[config.mk]
export PLATFORM = sky130hd
export DESIGN_NAME = multi_bit_change_detector
export DESIGN_NICKNAME = d
export VERILOG_FILES = /design/src/rtl/multi_bit_change_detector.sv
export SDC_FILE = /design/constraint.sdc
export NUM_CORES = 1
export LEC_CHECK = 0
export BUFFER_PORTS_ARGS = -buffer_cell sky130_fd_sc_hd__buf_4
export CELL_PAD_IN_SITES_DETAIL_PLACEMENT = 1
export CELL_PAD_IN_SITES_GLOBAL_PLACEMENT = 2
export CORE_MARGIN = 5
export CORE_UTILIZATION = 31
export DETAILED_ROUTE_END_ITERATION = 10
export GPL_ROUTABILITY_DRIVEN = 0
export HOLD_SLACK_MARGIN = 0.02
export PLACE_DENSITY = 0.85
export REMOVE_ABC_BUFFERS = 1
export SLEW_MARGIN = 20
export SYNTH_ARGS = -nofsm -noshare
export SYNTH_HDL_FRONTEND = slang
export SYNTH_SLANG_ARGS = --single-unit
[constraint.sdc]
create_clock -name Clk -period 8.7 [get_ports Clk]
set_input_delay 0.87 -clock Clk [delete_from_list [all_inputs] [get_ports Clk]]
set_output_delay 0.87 -clock Clk [all_outputs]
set_load 0.1 [all_outputs]
[src/rtl/multi_bit_change_detector.sv]
// multi_bit_change_detector: per-channel Mealy change detection with registered flags, saturating count and sticky event flag
module multi_bit_change_detector #(
  parameter int WIDTH = 4,
  parameter int CNT_W = 8
) (
  input  logic             Clk,
  input  logic             Clr,
  input  logic             En,
  input  logic [WIDTH-1:0] X,
  input  logic [WIDTH-1:0] Mask,
  input  logic [1:0]       Mode,
  input  logic             Cnt_clr,
  output logic [WIDTH-1:0] Y,
  output logic [WIDTH-1:0] Y_q,
  output logic [CNT_W-1:0] Cnt,
  output logic             Any
);
  typedef enum logic [1:0] {INIT = 2'd0, ZERO = 2'd1, ONE = 2'd2} state_t;
  state_t st_q [WIDTH];
  state_t st_d [WIDTH];
  logic [WIDTH-1:0] flag_q, flag_d;
  logic [CNT_W-1:0] cnt_q, cnt_d;
  logic any_q, any_d;
  logic [CNT_W:0] pop, sum;
  // Event flags and next history per channel; encoding 3 matches neither ZERO nor ONE so it behaves as INIT
  always_comb begin
    Y = '0;
    pop = '0;
    for (int i = 0; i < WIDTH; i++) begin
      st_d[i] = Clr ? INIT : En ? (X[i] ? ONE : ZERO) : st_q[i];
      Y[i] = En & Mask[i] & ~Clr & (((st_q[i] == ZERO) & X[i] & ~Mode[1]) | ((st_q[i] == ONE) & ~X[i] & ~Mode[0]));
      pop = pop + (CNT_W+1)'(Y[i]);
    end
    sum = {1'b0, cnt_q} + pop;
    flag_d = Clr ? '0 : Y;
    cnt_d = (Clr | Cnt_clr) ? '0 : sum[CNT_W] ? '1 : sum[CNT_W-1:0];
    any_d = (Clr | Cnt_clr) ? 1'b0 : any_q | (|Y);
  end
  // Register channel history, delayed flags, counter and sticky flag
  always_ff @(posedge Clk) begin
    st_q <= st_d;
    flag_q <= flag_d;
    cnt_q <= cnt_d;
    any_q <= any_d;
  end
  assign Y_q = flag_q;
  assign Cnt = cnt_q;
  assign Any = any_q;
endmodule

==> flow_metrics.tcl, run 1 <==
set metrics [dict create \
    cp_top_family "simple AND/OR/NAND/NOR gates" \
    syn_inst 108 \
    end_kind "flip-flop" \
    critPathBufInv 3 \
    tns_ns 0 \
    place.port_buffers 30 \
    cts_tree "built" \
    hp-class "flip-flop to flip-flop" \
    fp.dieW_um 66.93 \
    synth-adder-area-share 0.08468 \
    grt_pass1_wl_um 4409 \
    synth-seq-cells 21 \
    clock_sinks 21 \
    fp.dieH_um 66.93 \
    grt_max_degree 12 \
    grt_pass1_vias 957 \
    p_per_area_nw_per_um2 132.6 \
    drc 0 \
    antennaDiodeCount 0 \
    placed_cell_area_um2 1270 \
    arrival_ns 3.77 \
    synthFlopType "dfxtp_1" \
    core_area_um2 3078 \
    rows 20 \
    worstMarginPinSlew_ns 0.4012 \
    start_util 0.3264 \
    pin_count 31 \
    antenna_found_initial 0 \
    synth_mux_area_frac 0.07970 \
    syn_avg_cell_area_um2 9.303 \
    slowest_delay_ns 0.54 \
    post_cts_resized 0 \
    yosys.area_share.simple 0.1880 \
    cts_made_buffers 3 \
    crit_path_top_delay_cell "or4b_1" \
    post_cts_buffers 0 \
    synth_top_family_by_area "simple AND/OR/NAND/NOR gates" \
    clock_skew_ns 0.006202 \
    fin_nets 159 \
    cp_data_required_time_ns 8.92 \
    drive_gt1_frac 0.2590 \
    routed_wl_um 2592 \
    reg2reg_to "Cnt[7]$_SDFF_PP0_" \
    drtAntennaViolNets 0 \
    track_usage 0.1310 \
    hold_depth 2 \
    dpl.hpwl_um 2104 \
    wl_per_cell_um 14.16 \
    crit_cells 11 \
    synth_commonest_cells "dfxtp_1, nor2_1, inv_1" \
    fin_crit_ns 3.549 \
    path_cells "buf_4 > nor2b_1 > o211ai_1 > nor2_1 > fa_1 > inv_1 > fa_1 > inv_1 > fa_1 > or4b_1 > o211a_1" \
    dr.pass1.iters 2 \
    synth_edf_count 0 \
    cts_hold_buf 0 \
    netlist_top_cells_area "dfxtp_1, mux2i_1, nor2_1" \
    clk_pin_slew_worst_paths_ns 0.12 \
    cts-root-buf "clkbuf_4" \
    syn_area_um2 1005 \
    synth_compound_area_frac 0.1557 \
    overflow 0 \
    dr.first_iter.drc_count 25 \
    rr_worst_depth 9 \
    yosysMostFrequentCell "dfxtp_1" \
    r2r_slack_ns 5.66 \
    status "finished, final reports clean" \
    relSlewSlack 0.7288 \
    min_from "st_q[2]$_SDFFE_PP0P_" \
    report.final.slew_viol_count 0 \
    rsz0062_at_grt "no" \
    fin_area_um2 1296 \
    vias 868 \
    fill_cells 379 \
    synth_warnings 0 \
    irDropWorstVdd_v 0.00008294 \
    yosysUniqueCellTypes 28 \
    vias_per_cell 4.743 \
    start_kind "input port" \
    cts.path.max_buffers 2 \
    synth-async-reset-ratio 0 \
    area_growth_pct 29.02 \
    crit_fanout 9 \
    clk_latency_ns 0.31 \
    crit_top_cell "fa_1" \
    yosysSeqAreaShare 0.4184 \
    fin_crit_sh 0.4079 \
    timing.max_cap.violations 0 \
    die_area_um2 4480 \
    postLayoutCoreUtil 0.4211 \
    worstReg2RegStart "st_q[1]$_SDFFE_PP0P_" \
    synth_xor_area_frac 0.01743 \
    path_class "input port to flip-flop" \
    synth_top_area_cell "dfxtp_1" \
    hold_end "st_q[2]$_SDFFE_PP0P_" \
    h-tree-depth 1 \
    p_total_uw 171.8 \
    p_leak_uw 0.0006309 \
    clock.fmax_mhz 281.8 \
    post-synth-top-area-fraction 0.4184 \
    hold_violations 0 \
    setup-violations-final 0 \
]
-- registers in the layout, indices dropped and copies added (netlist names) --
signal / count
st_q: 8
Y_q: 4
Cnt: 8
Any: 1
-- cell type report --
cell class                 count  area (µm²)  share of cell area
clock buffer                   4       26.28             0.02027
tap                           44       55.05             0.04247
inverter                      11       41.29             0.03185
multi-input combinational     73       528.0              0.4073
timing repair buffer          30       225.2              0.1737
sequential                    21       420.4              0.3243
-- tightest hold or removal path: cells and delay by family, from the launching register on --
family        cells  cell delay [ns]
flops             1             0.34
mux               1             0.12
simple gates      1             0.05
-- routing by layer --
| layer | GRT usage | wire length [µm] | vias to the layer above |
|---|---|---|---|
| met5 | 0 | 0 | - |
| met4 | 0.03038 | 14 | 0 |
| met3 | 0.04722 | 184 | 4 |
| met2 | 0.2389 | 1275 | 24 |
| met1 | 0.1429 | 1117 | 404 |
| li1 | - | - | 436 |
-- power by group --
part	leakage (µW)	internal [µW]	total, µW	switching (µW)
logic	0.000445	8.85	21.7	12.8
clock network	0.0000150	17.9	49.6	31.7
registers	0.000171	98.7	101	1.80
total	0.000631	126	172	46.3
-- cell usage in the layout (no fill, tap or decap), types with 2 or more instances in the layout --
cell type and instances:
buf_4 30, dfxtp_1 21, nor2_1 18, inv_1 11
mux2i_1 8, a21oi_1 7, o211a_1 5, nor4b_1 4
nand2_1 4, nor3_1 3, fa_1 3, clkbuf_4 3
nor2b_1 2, o211ai_1 2, a31oi_1 2, o21ai_0 2
ha_1 2
-- worst max path at each step --
stage,from,endpoint,slack [ns]
detailed placement,En,Cnt[7]$_SDFF_PP0_,4.80
floorplan,En,Cnt[7]$_SDFF_PP0_,3.92
CTS,En,Cnt[7]$_SDFF_PP0_,5.15
finish,En,Cnt[7]$_SDFF_PP0_,5.15
global placement,En,Cnt[7]$_SDFF_PP0_,4.92
global route,En,Cnt[7]$_SDFF_PP0_,4.92
-- kinds of logic after synthesis --
| kind of cell | after synthesis |
|---|---|
| simple gates | 37 |
| compound gates | 21 |
| flops | 21 |
| buf+inv | 14 |
| mux | 8 |
| fa+ha+maj | 5 |
| xor+xnor | 2 |
-- per-stage QoR --
step	hold WS (ns)	setup slack (ns)	cells
floorplan	0.4757	3.919	105
global placement	0.4903	4.917	179
detailed placement	0.5111	4.801	179
CTS	0.5455	5.148	183
global route	0.5709	4.916	183
finish	0.5452	5.151	183
(Power assumes the default switching activity.)
==> inputs of run 2 (changes only) <==
- ABC_AREA: default -> 1
- CORE_UTILIZATION: 31 -> 25
- PLACE_DENSITY: 0.85 -> 0.78
- clock period: 8.7 -> 3.1 ns (I/O delays scaled with it)
==> run 2 against run 1 <==
Combinational power grew to 3.1 times the previous value. Cell area is 8.5% higher. Sequential power grew to 2.8 times the previous value. Global-route usage is 1.9 points lower. Clock skew is 0.0049 ns lower. Synthesized cell count is 32% higher. Synthesized area is 7.7% higher. Critical endpoint unchanged. Wire length is 9.9% higher. Die area is 28% higher.
==> flow_metrics.tcl, run 2 <==
set metrics [dict create \
    seqPwrFrac 0.525 \
    vias 981 \
    fp.dieW_um 75.80 \
    p_total_uw 536.9 \
    synth_commonest_cells "inv_1, nand2_1, dfxtp_1" \
    crit_top_cell "inv_1" \
    dr.pass1.iters 2 \
    routed_wl_um 2848 \
    setup-violations-final 0 \
    grt_pass1_wl_um 4781 \
    area_growth_pct 29.94 \
    track_usage 0.1115 \
    dr.first_iter.drc_count 27 \
    p_sw_uw 142.6 \
    synth-seq-cells 21 \
    synth_top_area_cell "dfxtp_1" \
    pwr-share-clk 0.350 \
    path_class "flip-flop to flip-flop" \
    vias_per_cell 4.303 \
    grt_max_degree 12 \
    p_per_area_nw_per_um2 381.8 \
    worstMarginPinSlew_ns 0.2870 \
    path_cells "inv_1 > nor2_1 > nand2_1 > nand2_1 > nand2_1 > inv_1 > fa_1 > inv_1 > fa_1 > inv_1 > fa_1 > nand2_2 > clkinv_1 > nand4_4 > nand3_1 > nand2_1 > inv_1" \
    syn_inst 143 \
    rows 24 \
    synth_warnings 0 \
    final_common_cell "buf_4" \
    yosysSeqAreaShare 0.3884 \
    syn_area_um2 1082 \
    clock_sinks 21 \
    placed_cell_area_um2 1361 \
    rsz0062_at_grt "no" \
    crit_path_top_delay_cell "fa_1" \
    yosysUniqueCellTypes 23 \
    drc 0 \
    fp.dieH_um 75.80 \
    critPathBufInv 6 \
    hold_violations 0 \
    hp-class "input port to flip-flop" \
    clk_latency_ns 0.26 \
    post_cts_resized 0 \
    fin_nets 196 \
    clock_skew_ns 0.001302 \
    start_util 0.2538 \
    overflow 0 \
    cts_hold_buf 0 \
    netlist_top_cells_area "dfxtp_1, inv_1, nand2_1" \
    intPower_uw 394.3 \
    arrival_ns 2.80 \
    post-synth-top-area-fraction 0.3884 \
    end_kind "flip-flop" \
    dpl.hpwl_um 2364 \
    antenna_found_initial 0 \
    fin_crit_sh 0.8471 \
    cts.path.max_buffers 2 \
    cts_made_buffers 3 \
    die_area_um2 5745 \
    cp_data_required_time_ns 3.27 \
    pin_count 31 \
    drive_gt1_frac 0.2330 \
    cp_top_family "adder cells" \
    grt_pass1_vias 1049 \
    clock.fmax_mhz 380.8 \
    cts-root-buf "clkbuf_8" \
    post_cts_buffers 0 \
    synth_edf_count 0 \
    cts_tree "built" \
    seqCellArea_um2 420.4 \
    antennaDiodeCount 0 \
    report.final.slew_viol_count 0 \
    fill_cells 540 \
    final_cell_mix "buf_4, inv_1, nand2_1, dfxtp_1" \
    relSlewSlack 0.8102 \
    timing.max_cap.violations 0 \
    irDropWorstVdd_v 0.0001388 \
    syn_avg_cell_area_um2 7.568 \
    fin_area_um2 1406 \
    p_leak_uw 0.0007623 \
    synthFlopType "dfxtp_1" \
    place.port_buffers 30 \
    synth-async-reset-ratio 0 \
    fin_crit_ns 2.626 \
    status "finished, final reports clean" \
    share_comb_of_total_power 0.125 \
    start_kind "flip-flop" \
    slowest_delay_ns 0.41 \
    h-tree-depth 1 \
    core_area_um2 4264 \
    wl_per_cell_um 12.49 \
    swShare 0.2657 \
    crit_fanout 7 \
    drtAntennaViolNets 0 \
    clk_pin_slew_worst_paths_ns 0.08 \
    multi_input_area_um2 526.8 \
]
==> run 2: worst paths after layout <==
| check | start | endpoint | slack [ns] | cells past startpoint |
|---|---|---|---|---|
| worst min register to register | st_q[2]$_SDFFE_PP0P_ | st_q[2]$_SDFFE_PP0P_ | 0.48 | 2 |
| worst min-delay path | X[1] | st_q[4]$_SDFFE_PP0P_ | 0.25 | 2 |
| worst max register to register | st_q[0]$_SDFFE_PP0P_ | Cnt[7]$_SDFF_PP0_ | 0.47 | 17 |
| worst max-delay path | st_q[0]$_SDFFE_PP0P_ | Cnt[7]$_SDFF_PP0_ | 0.47 | 17 |
==> run 2: cell type report <==
class | instances | share of cell area
inverters | 31 | 0.08274
multi-input cells | 89 | 0.3746
clock buffers | 4 | 0.03203
flip-flops and latches | 21 | 0.2989
well taps | 52 | 0.04626
repair buffers | 31 | 0.1655
==> run 2: stage by stage <==
step           worst slack, ns  hold slack (ns)  setup TNS [ns]  std cells    util
4_1_cts                 0.4246           0.2465               0        228  0.3298
3_5_place_dp            0.2587           0.4729               0        224  0.3192
2_1_floorplan          -0.1207           0.3791         -0.4919        141       -
3_3_place_gp            0.3262           0.4600               0        224  0.3192
6_report                0.4741           0.2473               0        228  0.3298
5_1_grt                 0.2240           0.2548               0        228  0.3298
==> run 2: worst reg2reg max path, cell delays in order, from the launching register on <==
cell      delay [ns]
dfxtp_1         0.33
inv_1           0.06
nor2_1          0.10
nand2_1         0.06
nand2_1         0.07
nand2_1         0.10
inv_1           0.12
fa_1            0.41
inv_1           0.08
fa_1            0.16
inv_1           0.06
fa_1            0.41
nand2_2         0.10
clkinv_1        0.12
nand4_4         0.17
nand3_1         0.10
nand2_1         0.06
inv_1           0.03
==> run 2: power by group through the flow <==
stage          combinational (µW)  clock (µW)  sequential (µW)
6_report                     66.9         188              282
3_3_place_gp                 66.3           0              288
5_1_grt                      74.9         199              283
4_1_cts                      68.1         189              282
3_5_place_dp                 67.9           0              289
2_1_floorplan                28.2           0              296
==> run 2: logic make-up (layout without fill, tap and decap cells) <==
group           count (synthesis)  in the layout  share of synthesized area
compound gates                 20             20                     0.1075
flops                          21             21                     0.3884
xor+xnor                        2              2                    0.01619
simple gates                   62             62                     0.2844
fa+ha+maj                       5              5                    0.07861
buf+inv                        33             66                     0.1249
==> run 2: layer usage <==
layer,share of wire,GRT usage,vias to the layer above
li1,-,-,506
met1,0.45,0.1397,459
met2,0.50,0.1863,12
met3,0.028,0.01319,4
met4,0.022,0.05825,0
met5,0,0,-
==> inputs of run 3 (changes only) <==
- CORE_UTILIZATION: 25 -> 28
- PLACE_DENSITY: 0.78 -> 0.82
- clock period: 3.1 -> 2.7 ns (I/O delays scaled with it)
==> run 3 against run 2 <==
Utilization increased by 6.7 points. Critical path depth decreased by 4. Wire length increased by 0.25%. Combinational power increased by 21%. Highest routed layer unchanged. Via count increased by 2.8%. Largest cell class unchanged. Global-route usage increased by 0.20 points. Sequential share of layout area decreased by 1.1 points. Flip-flop and latch count unchanged. Power increased by 14%. Clock skew increased by 0.0017 ns. Worst setup slack got worse by 0.35 ns.
==> flow_metrics.tcl, run 3 (same netlist as run 2, synthesis figures left out) <==
set metrics [dict create \
    place.port_buffers 30 \
    crit_fanout 3 \
    fp.dieW_um 72.17 \
    relSlewSlack 0.8118 \
    fp.dieH_um 72.17 \
    postLayoutCoreUtil 0.3966 \
    start_kind "flip-flop" \
    grt_max_degree 13 \
    report.final.slew_viol_count 0 \
    timing.max_cap.violations 0 \
    rows 22 \
    cts.path.max_buffers 2 \
    arrival_ns 2.73 \
    route.met3.wl_um 140 \
    p_leak_uw 0.0008078 \
    clock.fmax_mhz 387.9 \
    wl_met1_um 1317 \
    wl_met2_um 1368 \
    overflow 0 \
    irDropWorstVdd_v 0.0001424 \
    dr.pass1.iters 4 \
    antennaDiodeCount 0 \
    clk_pin_slew_worst_paths_ns 0.08 \
    setup-violations-final 0 \
    top_layer "met4" \
    end_kind "flip-flop" \
    wl_per_cell_um 12.31 \
    vias_per_cell 4.345 \
    post-place-cells 227 \
    hold_violations 0 \
    hold_depth 2 \
    area_growth_pct 36.18 \
    grt_pass1_wl_um 4754 \
    clk_latency_ns 0.26 \
    cts_made_buffers 3 \
    drc 0 \
    dpl.hpwl_um 2325 \
    path_class "flip-flop to flip-flop" \
    drive_gt1_frac 0.3098 \
    final_common_cell "buf_4" \
    drtAntennaViolNets 0 \
    fin_crit_ns 2.578 \
    dr.first_iter.drc_count 46 \
    cts_tree "built" \
    core_area_um2 3716 \
    r2r_slack_ns 0.12 \
    status "finished, final reports clean" \
    rr_worst_depth 13 \
    stdcell_count 232 \
    final_cell_mix "buf_4, nand2_1, inv_1, dfxtp_1" \
    cts-root-buf "clkbuf_8" \
    antenna_found_initial 0 \
    vias 1008 \
    fin_nets 204 \
    p_per_area_nw_per_um2 414.6 \
    start_util 0.2912 \
    routed_wl_um 2855 \
    cp_data_required_time_ns 2.85 \
    pin_count 31 \
    hp-class "input port to flip-flop" \
    track_usage 0.1135 \
    clock_sinks 21 \
    h-tree-depth 1 \
    fin_crit_sh 0.9549 \
    grt_pass1_vias 1082 \
    clock_skew_ns 0.003051 \
    worstMarginPinSlew_ns 0.2846 \
    die_area_um2 5209 \
]
-- run 3: cell count changes in the layout (fill, tap and decap cells not counted) --
cell | before | now
buf_4 | 31 | 39
dfxtp_1 | 21 | 18
dfxtp_2 | 0 | 3
inv_2 | 0 | 2
clkbuf_1 | 1 | 0
clkinv_1 | 1 | 0
clkinv_2 | 0 | 1
fa_1 | 3 | 2
fa_2 | 0 | 1
inv_1 | 30 | 29
nor3b_1 | 1 | 0
nor3b_2 | 0 | 1
-- run 3: where the power goes --
group,internal (µW),switching [µW]
Sequential,319,5.58
Combinational,31.9,48.9
Clock,103,103
-- run 3: final timing paths --
kind,endpoint,start
worst max-delay path,Cnt[6]$_SDFF_PP0_,st_q[7]$_SDFFE_PP0P_
worst min-delay path,st_q[6]$_SDFFE_PP0P_,X[0]
worst max register to register,Cnt[6]$_SDFF_PP0_,st_q[7]$_SDFFE_PP0P_
worst min register to register,st_q[5]$_SDFFE_PP0P_,st_q[5]$_SDFFE_PP0P_
-- run 3: final cells by class --
cell class	instances	area, µm²
sequential	21	424.2
tap	48	60.06
fill	474	2242
inverter	31	116.4
multi-input combinational	89	534.3
clock buffer	3	41.29
timing repair buffer	39	292.8
clock inverter	1	5.005
-- run 3: metal layers --
layer  track usage  up-vias
met1        0.1394      468
met5             0        -
met4       0.03132        0
li1              -      521
met2        0.2022       17
met3       0.01939        2
-- run 3: repair_timing --
action	CTS	global route
endpoints found under the setup margin	0	8
resized for setup	0	7
setup buffers	0	2
hold buffers	0	0
-- run 3: worst max-delay path, stage by stage, from the launching register on --
cell     delay, ns
dfxtp_2       0.33
o211a_1       0.22
nand2_1       0.10
inv_1         0.08
fa_1          0.53
inv_1         0.05
fa_1          0.37
inv_2         0.08
fa_2          0.20
nand2_2       0.07
inv_2         0.09
buf_4         0.12
nand4_1       0.08
nor3b_2       0.16
-- run 3: per-stage QoR --
step                worst slack (ns)  area [µm²]  hold slack (ns)  setup TNS [ns]  total power, µW
floorplan                    -0.4807        1064           0.3391          -3.372            372.0
global placement             0.06061        1409           0.4545               0            410.1
detailed placement          0.001131        1409           0.4717               0            412.3
CTS                           0.1085        1455           0.2028               0            621.3
global route                -0.02235        1474           0.2024        -0.02235            649.1
finish                        0.1218        1474           0.2110               0            611.1
